## src/rtl/riscv_pipe_pkg.sv

```systemverilog
// Shared definitions for the RV32I inter-stage pipeline registers: buffer
// state encoding and the EX/MEM payload layout.
package riscv_pipe_pkg;

    typedef enum logic [1:0] {
        ST_EMPTY = 2'b00,
        ST_ONE   = 2'b01,
        ST_FULL  = 2'b10
    } pipe_state_e;

    // EX/MEM bundle field widths.
    localparam int EXM_REGWRITE_W  = 1;
    localparam int EXM_MEMWRITE_W  = 1;
    localparam int EXM_RESULTSRC_W = 2;
    localparam int EXM_RD_W        = 5;
    localparam int EXM_PCPLUS4_W   = 32;
    localparam int EXM_WDATA_W     = 32;
    localparam int EXM_ALU_W       = 32;

    // Control bits with side effects live in the lowest payload bits so a
    // single CTRL_W-wide mask can scrub them on bubbles.
    localparam int EXM_REGWRITE_OFF  = 0;
    localparam int EXM_MEMWRITE_OFF  = EXM_REGWRITE_OFF + EXM_REGWRITE_W;
    localparam int EXM_RESULTSRC_OFF = EXM_MEMWRITE_OFF + EXM_MEMWRITE_W;
    localparam int EXM_RD_OFF        = EXM_RESULTSRC_OFF + EXM_RESULTSRC_W;
    localparam int EXM_PCPLUS4_OFF   = EXM_RD_OFF + EXM_RD_W;
    localparam int EXM_WDATA_OFF     = EXM_PCPLUS4_OFF + EXM_PCPLUS4_W;
    localparam int EXM_ALU_OFF       = EXM_WDATA_OFF + EXM_WDATA_W;

    localparam int EXM_W      = EXM_ALU_OFF + EXM_ALU_W;
    localparam int EXM_CTRL_W = EXM_MEMWRITE_OFF + EXM_MEMWRITE_W;

endpackage

```

## src/rtl/sat_counter.sv

```systemverilog
// Saturating up-counter used for pipeline stall/bubble statistics; holds at
// all-ones and is cleared only by reset.
module sat_counter #(
    parameter int CNT_W = 16
) (
    input  logic             clk,
    input  logic             rst,
    input  logic             inc,
    output logic [CNT_W-1:0] count
);

    logic [CNT_W-1:0] r_count;

    always_ff @(posedge clk or negedge rst) begin
        if (!rst) begin
            r_count <= '0;
        end else if (inc && !(&r_count)) begin
            r_count <= r_count + 1'b1;
        end
    end

    assign count = r_count;

endmodule

```

## src/rtl/pipe_stage_reg.sv

```systemverilog
// Generic valid/ready pipeline register with optional two-entry skid buffer,
// flush with control-bit scrubbing, and saturating stall/bubble counters.
module pipe_stage_reg
    import riscv_pipe_pkg::*;
#(
    parameter int DATA_W = EXM_W,
    parameter int CTRL_W = EXM_CTRL_W,
    parameter int SKID   = 1,
    parameter int CNT_W  = 16
) (
    input  logic              clk,
    input  logic              rst,
    input  logic              in_valid,
    output logic              in_ready,
    input  logic [DATA_W-1:0] in_data,
    output logic              out_valid,
    input  logic              out_ready,
    output logic [DATA_W-1:0] out_data,
    input  logic              flush,
    output logic [CNT_W-1:0]  stall_cnt,
    output logic [CNT_W-1:0]  bubble_cnt,
    output logic [1:0]        o_dbg_state
);

    // Handshake: a beat moves on an edge where valid && ready are both high;
    // the sender holds valid and data stable until that edge, and ready never
    // depends on valid from the same side.
    pipe_state_e       r_state;
    pipe_state_e       w_state_nxt;
    logic [DATA_W-1:0] r_main;
    logic [DATA_W-1:0] r_skid;
    logic              w_load_main_in;
    logic              w_load_main_skid;
    logic              w_load_skid;
    logic              w_in_ready;
    logic              w_out_valid;
    logic              w_push;
    logic              w_pop;

    assign w_out_valid = (r_state != ST_EMPTY);
    // With the skid buffer, ready comes straight from the state register.
    assign w_in_ready  = (SKID != 0) ? (r_state != ST_FULL)
                                     : (!w_out_valid || out_ready);
    assign w_push      = in_valid && w_in_ready;
    assign w_pop       = w_out_valid && out_ready;

    always_ff @(posedge clk or negedge rst) begin
        if (!rst) begin
            r_state <= ST_EMPTY;
        end else begin
            r_state <= w_state_nxt;
        end
    end

    always_comb begin
        w_state_nxt      = r_state;
        w_load_main_in   = 1'b0;
        w_load_main_skid = 1'b0;
        w_load_skid      = 1'b0;
        if (flush) begin
            w_state_nxt = ST_EMPTY;
        end else begin
            case (r_state)
                ST_EMPTY: begin
                    if (w_push) begin
                        w_state_nxt    = ST_ONE;
                        w_load_main_in = 1'b1;
                    end
                end
                ST_ONE: begin
                    if (w_push && w_pop) begin
                        w_load_main_in = 1'b1;
                    end else if (w_push) begin
                        if (SKID != 0) begin
                            w_state_nxt = ST_FULL;
                            w_load_skid = 1'b1;
                        end else begin
                            w_load_main_in = 1'b1;
                        end
                    end else if (w_pop) begin
                        w_state_nxt = ST_EMPTY;
                    end
                end
                ST_FULL: begin
                    if (w_pop) begin
                        w_state_nxt      = ST_ONE;
                        w_load_main_skid = 1'b1;
                    end
                end
                default: w_state_nxt = ST_EMPTY;
            endcase
        end
    end

    always_ff @(posedge clk or negedge rst) begin
        if (!rst) begin
            r_main <= '0;
            r_skid <= '0;
        end else begin
            if (w_load_main_in) begin
                r_main <= in_data;
            end else if (w_load_main_skid) begin
                r_main <= r_skid;
            end
            if (w_load_skid) begin
                r_skid <= in_data;
            end
        end
    end

    // Side-effect controls read as zero on a bubble; payload bits above them
    // keep their last value.
    generate
        if (CTRL_W == 0) begin : g_no_scrub
            assign out_data = r_main;
        end else if (CTRL_W >= DATA_W) begin : g_full_scrub
            assign out_data = w_out_valid ? r_main : '0;
        end else begin : g_low_scrub
            assign out_data = {r_main[DATA_W-1:CTRL_W],
                               r_main[CTRL_W-1:0] & {CTRL_W{w_out_valid}}};
        end
    endgenerate

    sat_counter #(.CNT_W(CNT_W)) u_stall_cnt (
        .clk   (clk),
        .rst   (rst),
        .inc   (w_out_valid && !out_ready),
        .count (stall_cnt)
    );

    sat_counter #(.CNT_W(CNT_W)) u_bubble_cnt (
        .clk   (clk),
        .rst   (rst),
        .inc   (!w_out_valid),
        .count (bubble_cnt)
    );

    assign in_ready    = w_in_ready;
    assign out_valid   = w_out_valid;
    assign o_dbg_state = r_state;

endmodule

```

## config.mk

```make
export PLATFORM = sky130hd
export DESIGN_NAME = pipe_stage_reg
export DESIGN_NICKNAME = d
export VERILOG_FILES = /design/src/rtl/riscv_pipe_pkg.sv /design/src/rtl/sat_counter.sv /design/src/rtl/pipe_stage_reg.sv
export SDC_FILE = /design/constraint.sdc
export NUM_CORES = 1
export LEC_CHECK = 0
export CAP_MARGIN = 5
export CORE_MARGIN = 8
export CORE_UTILIZATION = 40
export CTS_BUF_LIST = sky130_fd_sc_hd__clkbuf_16
export DETAILED_ROUTE_END_ITERATION = 7
export GPL_TIMING_DRIVEN = 0
export MAX_ROUTING_LAYER = met4
export PLACE_DENSITY = 0.68
export SLEW_MARGIN = 20
export SYNTH_ARGS = -nofsm -noshare
export SYNTH_HDL_FRONTEND = slang
export SYNTH_SLANG_ARGS = --single-unit
```

## constraint.sdc

```tcl
create_clock -name clk -period 3.26 [get_ports clk]
set_input_delay 0.652 -clock clk [delete_from_list [all_inputs] [get_ports clk]]
set_output_delay 0.652 -clock clk [all_outputs]
set_load 0.005 [all_outputs]
```

==> flow_summary_export.csv, run 1 <==
group,metric,value,unit
status,outcome,"finished, final reports clean",
sta,fmax,351.6,MHz
critical_path,critPathKind,"reg -> out",
clocking,cts.sinks,244,
pwr,seqPwrFrac,46.2,%
worst_hold_path,min_path_type,"in -> async",
clocking,cts_resized,0,
global_route,grt_pass1_wl,43360,um
sta,worst_pin_slew,809.2,ps
detailed_routing,wl_per_cell,18.33,um
clocking,cts_buffer_depth,3,
critical_path,end_kind,"primary output",
global_route,grt_pass1_vias,7845,
placement,dp_hpwl,19410,um
detailed_routing,initialDrtViolationCount,349,
die,die_area,32600,um^2
die,core_area,26800,um^2
final_layout,drive_gt1_share,25.11,%
sta,fin_hold_ws,72.23,ps
pwr,p_clk_share,30.4,%
final_layout,final_core_util,54.56,%
critical_path,cp_data_arrival_time,2190,ps
critical_path,start_kind,"flip-flop",
critical_path,crit_fanout,8,
die,dieHeight,180.6,um
global_route,antenna_found_initial,1,
placement,gp_congestion,0.8438,
yosys,ys_seq_elements,244,
placement,io_buffers,250,
pwr,vdd_drop_max,0.0003327,V
clocking,ctsHoldBuffers,0,
pwr,total_power,8906,uW
final_layout,syn_to_final_growth,34.97,%
pwr,swShare,25.01,%
sta,post-route-min-period,2844,ps
yosys,async_reset_ff_share,100.0,%
yosys,synth_warnings,0,
pwr,powerDensity,609.1,nW/um^2
global_route,grt_overflow_total,0,
die,start_util,40.42,%
detailed_routing,drcViolationCount,0,
pwr,p_int,6678,uW
yosys,synth_cells,830,
sta,rsz0062_at_grt,"no",
sta,hold_viol_final,0,
yosys,synth.cell_area,10830,um^2
die,io_pins,251,
clocking,cts_max_level,1,
yosys,syn_nets,942,
sta,slew_headroom,45.76,%
detailed_routing,viasPerCell,5.050,
die,fp-row-count,60,
die,die_x,180.6,um
yosys,ys_seq_area_share,56.36,%
yosys,synth_top_flop_cell,"dfrtp_1",
yosys,syn_area_per_cell,13.05,um^2
detailed_routing,wirelength,26950,um
yosys,synth.distinct_cells,39,
clocking,clk_pin_slew,60,ps
global_route,grt_max_degree,67,
clocking,post-cts-setup-buffers,0,
sta,setup_violations,0,
job,maxCapViolCount,0,
pwr,pwr-share-comb,23.3,%
sta,finalClockSkew,6.596,ps
clocking,clock_latency,520,ps
sta,maxSlewViolCount,0,
final_layout,layout.nets,1224,
clocking,cts_tree,"yes",
sta,fin_setup_tns,0,ps
detailed_routing,drt.antenna.violating_nets,0,
clocking,root_buffer,"clkbuf_16",
clocking,cts_buffers,27,
yosys,synth_edf_count,0,
pwr,p_sw,2228,uW
global_route,grt_usage,16.67,%
sta,finalCritPeriodShare,87.24,%
critical_path,required,2610,ps
detailed_routing,via_count,7424,
pwr,p_leak,0.007098,uW
detailed_routing,first_pass_iters,6,
[worst paths after layout]
kind	start	endpoint	slack [ps]	cells past startpoint
worst min-delay path	rst	u_bubble_cnt.count[4]	70	1
worst max register to register	o_dbg_state[0]	r_main[8]	930	6
max in group asynchronous	rst	r_main[39]	2190	3
worst min register to register	r_main[1]	r_main[1]	470	1
min in group clk	r_main[1]	r_main[1]	470	1
worst max-delay path	o_dbg_state[1]	out_data[0]	420	4
[final cells by class]
| class | instances | area (um^2) |
|---|---|---|
| Antenna cell | 2 | 5.005 |
| Buffer | 150 | 989.7 |
| Clock buffer | 27 | 675.6 |
| Clock inverter | 17 | 91.34 |
| Fill cell | 2279 | 12180 |
| Inverter | 1 | 3.754 |
| Multi-Input combinational cell | 435 | 3734 |
| Sequential cell | 244 | 6106 |
| Tap cell | 341 | 426.7 |
| Timing Repair Buffer | 253 | 2590 |
[cell usage after synthesis, drive strengths merged, types with 2 or more instances]
master | n | area share, %
nand3 | 8 | 0.42
nor3 | 8 | 0.42
nand2b | 4 | 0.23
nor3b | 2 | 0.18
a21o | 103 | 7.1
nor4b | 3 | 0.24
mux2i | 3 | 0.28
nor2 | 7 | 0.24
clkbuf | 15 | 0.52
dfrtp | 244 | 56
and3 | 3 | 0.17
nand4 | 14 | 0.81
xor2 | 20 | 1.6
xnor2 | 10 | 0.81
nand2 | 15 | 0.52
a22o | 103 | 8.3
buf | 135 | 8.6
nor2b | 2 | 0.12
and2 | 2 | 0.12
nor4 | 7 | 0.58
mux2 | 107 | 11
o21ai | 2 | 0.092
ha | 2 | 0.23
[layout by cell type (no fill, tap or decap), types with 4 or more instances in the layout]
master             n
nand4_1           14
clkinv_1          11
nand2_1           15
nand2b_1           4
buf_2             32
a22o_1           103
nor2_1             7
mux2_2           107
buf_4            103
clkbuf_16         27
nor4_1             4
nor3_1             7
nand3_1            7
xor2_1            20
inv_1              5
dfrtp_1          244
clkdlybuf4s50_1  249
a21o_1           103
clkbuf_1          15
xnor2_1           10
[power by group through the flow]
stage | clock [uW] | combinational (uW) | sequential [uW]
floorplan | 0 | 1100 | 4070
global placement | 0 | 2060 | 4140
detailed placement | 0 | 2110 | 4170
CTS | 2810 | 2120 | 4120
global route | 2910 | 2260 | 4210
finish | 2710 | 2080 | 4120
[layer usage]
metal	GRT usage [%]	part of all wire [%]
met3	4.960	6.8
met4	3.142	1.8
met2	26.84	47
met5	-	0
met1	20.75	44
[cells by family after synthesis]
| family | count (synthesis) | synth area share [%] |
|---|---|---|
| mux | 110 | 11.40 |
| compound gates | 213 | 15.93 |
| buf+inv | 151 | 9.171 |
| simple gates | 80 | 4.481 |
| flops | 244 | 56.36 |
| xor+xnor | 30 | 2.425 |
| fa+ha+maj | 2 | 0.2310 |
[metrics by stage]
step,std cells,area (um^2),setup slack [ps]
after global placement,1421,13760,-9249
after CTS,1468,14620,328.5
final,1470,14620,415.9
after floorplan,830,10830,1474
after detailed placement,1424,13850,107.0
after global routing,1469,14620,230.3
[registers in the layout (all words and copies together) (netlist names)]
signal              count
r_skid                105
u_bubble_cnt.count     16
u_stall_cnt.count      16
r_main                105
o_dbg_state             2
[critical path: stages (launching register included)]
cell and delay [ps]:
dfrtp_1 460, nor2_1 180, clkinv_1 280, and2_1 270, clkdlybuf4s50_1 480
Note: power is estimated with default switching activity, not from simulation.
==> run 2: changes to the inputs <==
- CAP_MARGIN: 5 -> default
- CTS_CLUSTER_DIAMETER: default -> 100
- SKIP_CTS_REPAIR_TIMING: default -> 1
==> results of run 2 <==
No change in the layout: final DEF, timing and power equal those of run 1.
==> run 3: changes to the inputs <==
- PLACE_DENSITY: 0.68 -> 0.66
==> run 3 against run 2 <==
Against the previous run: total power rose by 2.1%; die area did not move; first-iteration DRC count rose by 29%; non-clock buffer count is 1 lower; combinational power about the same; highest routed layer unchanged.
==> flow_summary_export.csv, run 3 (same netlist as run 1, synthesis figures left out) <==
group,metric,value,unit
status,outcome,"finished, final reports clean",
clocking,cts.sinks,244,
critical_path,required,2610,ps
sta,hold_viol_final,0,
detailed_routing,viasPerCell,5.019,
critical_path,reg2reg_depth,6,
clocking,cts_buffer_depth,3,
die,start_util,40.42,%
sta,setup_violations,0,
clocking,cts_buffers,27,
placement,postPlaceCellArea,13820,um^2
clocking,clk_pin_slew,60,ps
worst_hold_path,min_path_type,"in -> async",
placement,io_buffers,250,
clocking,root_buffer,"clkbuf_16",
detailed_routing,drt.antenna.violating_nets,0,
clocking,cts_max_level,1,
critical_path,path_depth,4,
detailed_routing,wirelength,27050,um
die,io_pins,251,
clocking,cts_tree,"yes",
global_route,grt_use_met2,26.64,%
global_route,grt_pass1_vias,7751,
critical_path,worstPathCellList,"nor2_1 -> clkinv_1 -> and2_1 -> clkdlybuf4s50_1",
detailed_routing,drcViolationCount,0,
die,core_area,26800,um^2
global_route,grtUsageMet1,21.86,%
critical_path,crit_fanout,8,
final_layout,nFillCells,2271,
final_layout,layout_commonest_cell,"clkdlybuf4s50_1",
final_layout,final_core_util,54.71,%
pwr,total_power,9091,uW
placement,dp_slack,-46.01,ps
critical_path,critPathKind,"reg -> out",
final_layout,drive_gt1_share,25.40,%
detailed_routing,via_count,7388,
final_layout,finalInstanceArea,14660,um^2
final_layout,final_cells,1472,
sta,maxSlewViolCount,0,
detailed_routing,wl_per_cell,18.38,um
detailed_routing,first_pass_iters,6,
critical_path,timing.critical_path.buf_inv,2,
sta,setup_ws,414.3,ps
global_route,grt_usage,17.01,%
critical_path,slowest_stage,"clkdlybuf4s50_1",
pwr,powerDensity,620.0,nW/um^2
final_layout,largest_registers,"r_main: 105 flops, r_skid: 105 flops",
job,maxCapViolCount,0,
final_layout,mostFrequentLayoutCells,"249 x clkdlybuf4s50_1, 244 x dfrtp_1, 107 x mux2_2",
critical_path,end_kind,"primary output",
sta,worst_pin_slew,970.2,ps
die,die_x,180.6,um
placement,gp_congestion,0.8195,
sta,finalCritPeriodShare,87.29,%
placement,dp.cells,1423,
critical_path,cp_top_family,"buffers and inverters",
sta,post-route-min-period,2846,ps
sta,fmax,351.4,MHz
die,fp-row-count,60,
global_route,grt_overflow_total,0,
sta,finalClockSkew,9.842,ps
critical_path,start_kind,"flip-flop",
die,die_area,32600,um^2
pwr,vdd_drop_max,0.0004780,V
final_layout,layout.nets,1223,
critical_path,slowest_delay,480,ps
clocking,clock_latency,520,ps
global_route,grt_max_degree,91,
placement,dp_hpwl,19190,um
final_layout,syn_to_final_growth,35.35,%
die,dieHeight,180.6,um
global_route,grt_pass1_wl,44100,um
sta,rsz0062_at_grt,"no",
detailed_routing,initialDrtViolationCount,450,
sta,slew_headroom,34.97,%
global_route,antenna_found_initial,1,
critical_path,cp_data_arrival_time,2190,ps
global_route,busiest_layer,"met2",
global_route,met3_usage,4.718,%
pwr,p_leak,0.007135,uW
==> run 3: power breakdown <==
group / internal (uW) / switching (uW) / total (uW)
registers: 3710 / 409 / 4120
logic: 1410 / 661 / 2080
clock network: 1720 / 1170 / 2900
==> run 3: layer usage <==
| layer | share of wire (%) | vias up | routed length, um |
|---|---|---|---|
| met5 | 0 | - | 0 |
| met4 | 1.7 | 0 | 448 |
| met3 | 6.6 | 35 | 1781 |
| met2 | 47 | 195 | 12590 |
| met1 | 45 | 3679 | 12230 |
| li1 | - | 3479 | - |
==> run 3: layout make-up <==
| type | instances | area (um^2) | share of cell area [%] |
|---|---|---|---|
| well taps | 341 | 426.7 | 2.910 |
| repair buffers | 252 | 2562 | 17.48 |
| diodes | 1 | 2.502 | 0.01707 |
| clock buffers | 27 | 675.6 | 4.608 |
| clock inverters | 21 | 162.7 | 1.109 |
| inverters | 1 | 3.754 | 0.02560 |
| plain buffers | 150 | 989.7 | 6.750 |
| multi-input cells | 435 | 3734 | 25.46 |
| flip-flops and latches | 244 | 6106 | 41.64 |
==> run 3: final timing paths <==
path | startpoint | endpoint | slack, ps
worst max-delay path | o_dbg_state[1] | out_data[1] | 410
worst min-delay path | rst | r_main[78] | 100
min in group clk | r_main[0] | r_main[0] | 470
worst min register to register | r_main[0] | r_main[0] | 470
max in group asynchronous | rst | r_main[21] | 2280
worst max register to register | o_dbg_state[0] | r_main[2] | 810
==> run 3: metrics by stage <==
| stage | TNS (ps) | hold slack (ps) |
|---|---|---|
| after floorplan | 0 | 356.4 |
| after global placement | -2250770 | 449.3 |
| after detailed placement | -1665 | 457.2 |
| after CTS | 0 | 127.3 |
| after global routing | 0 | 151.4 |
| final | 0 | 100.4 |
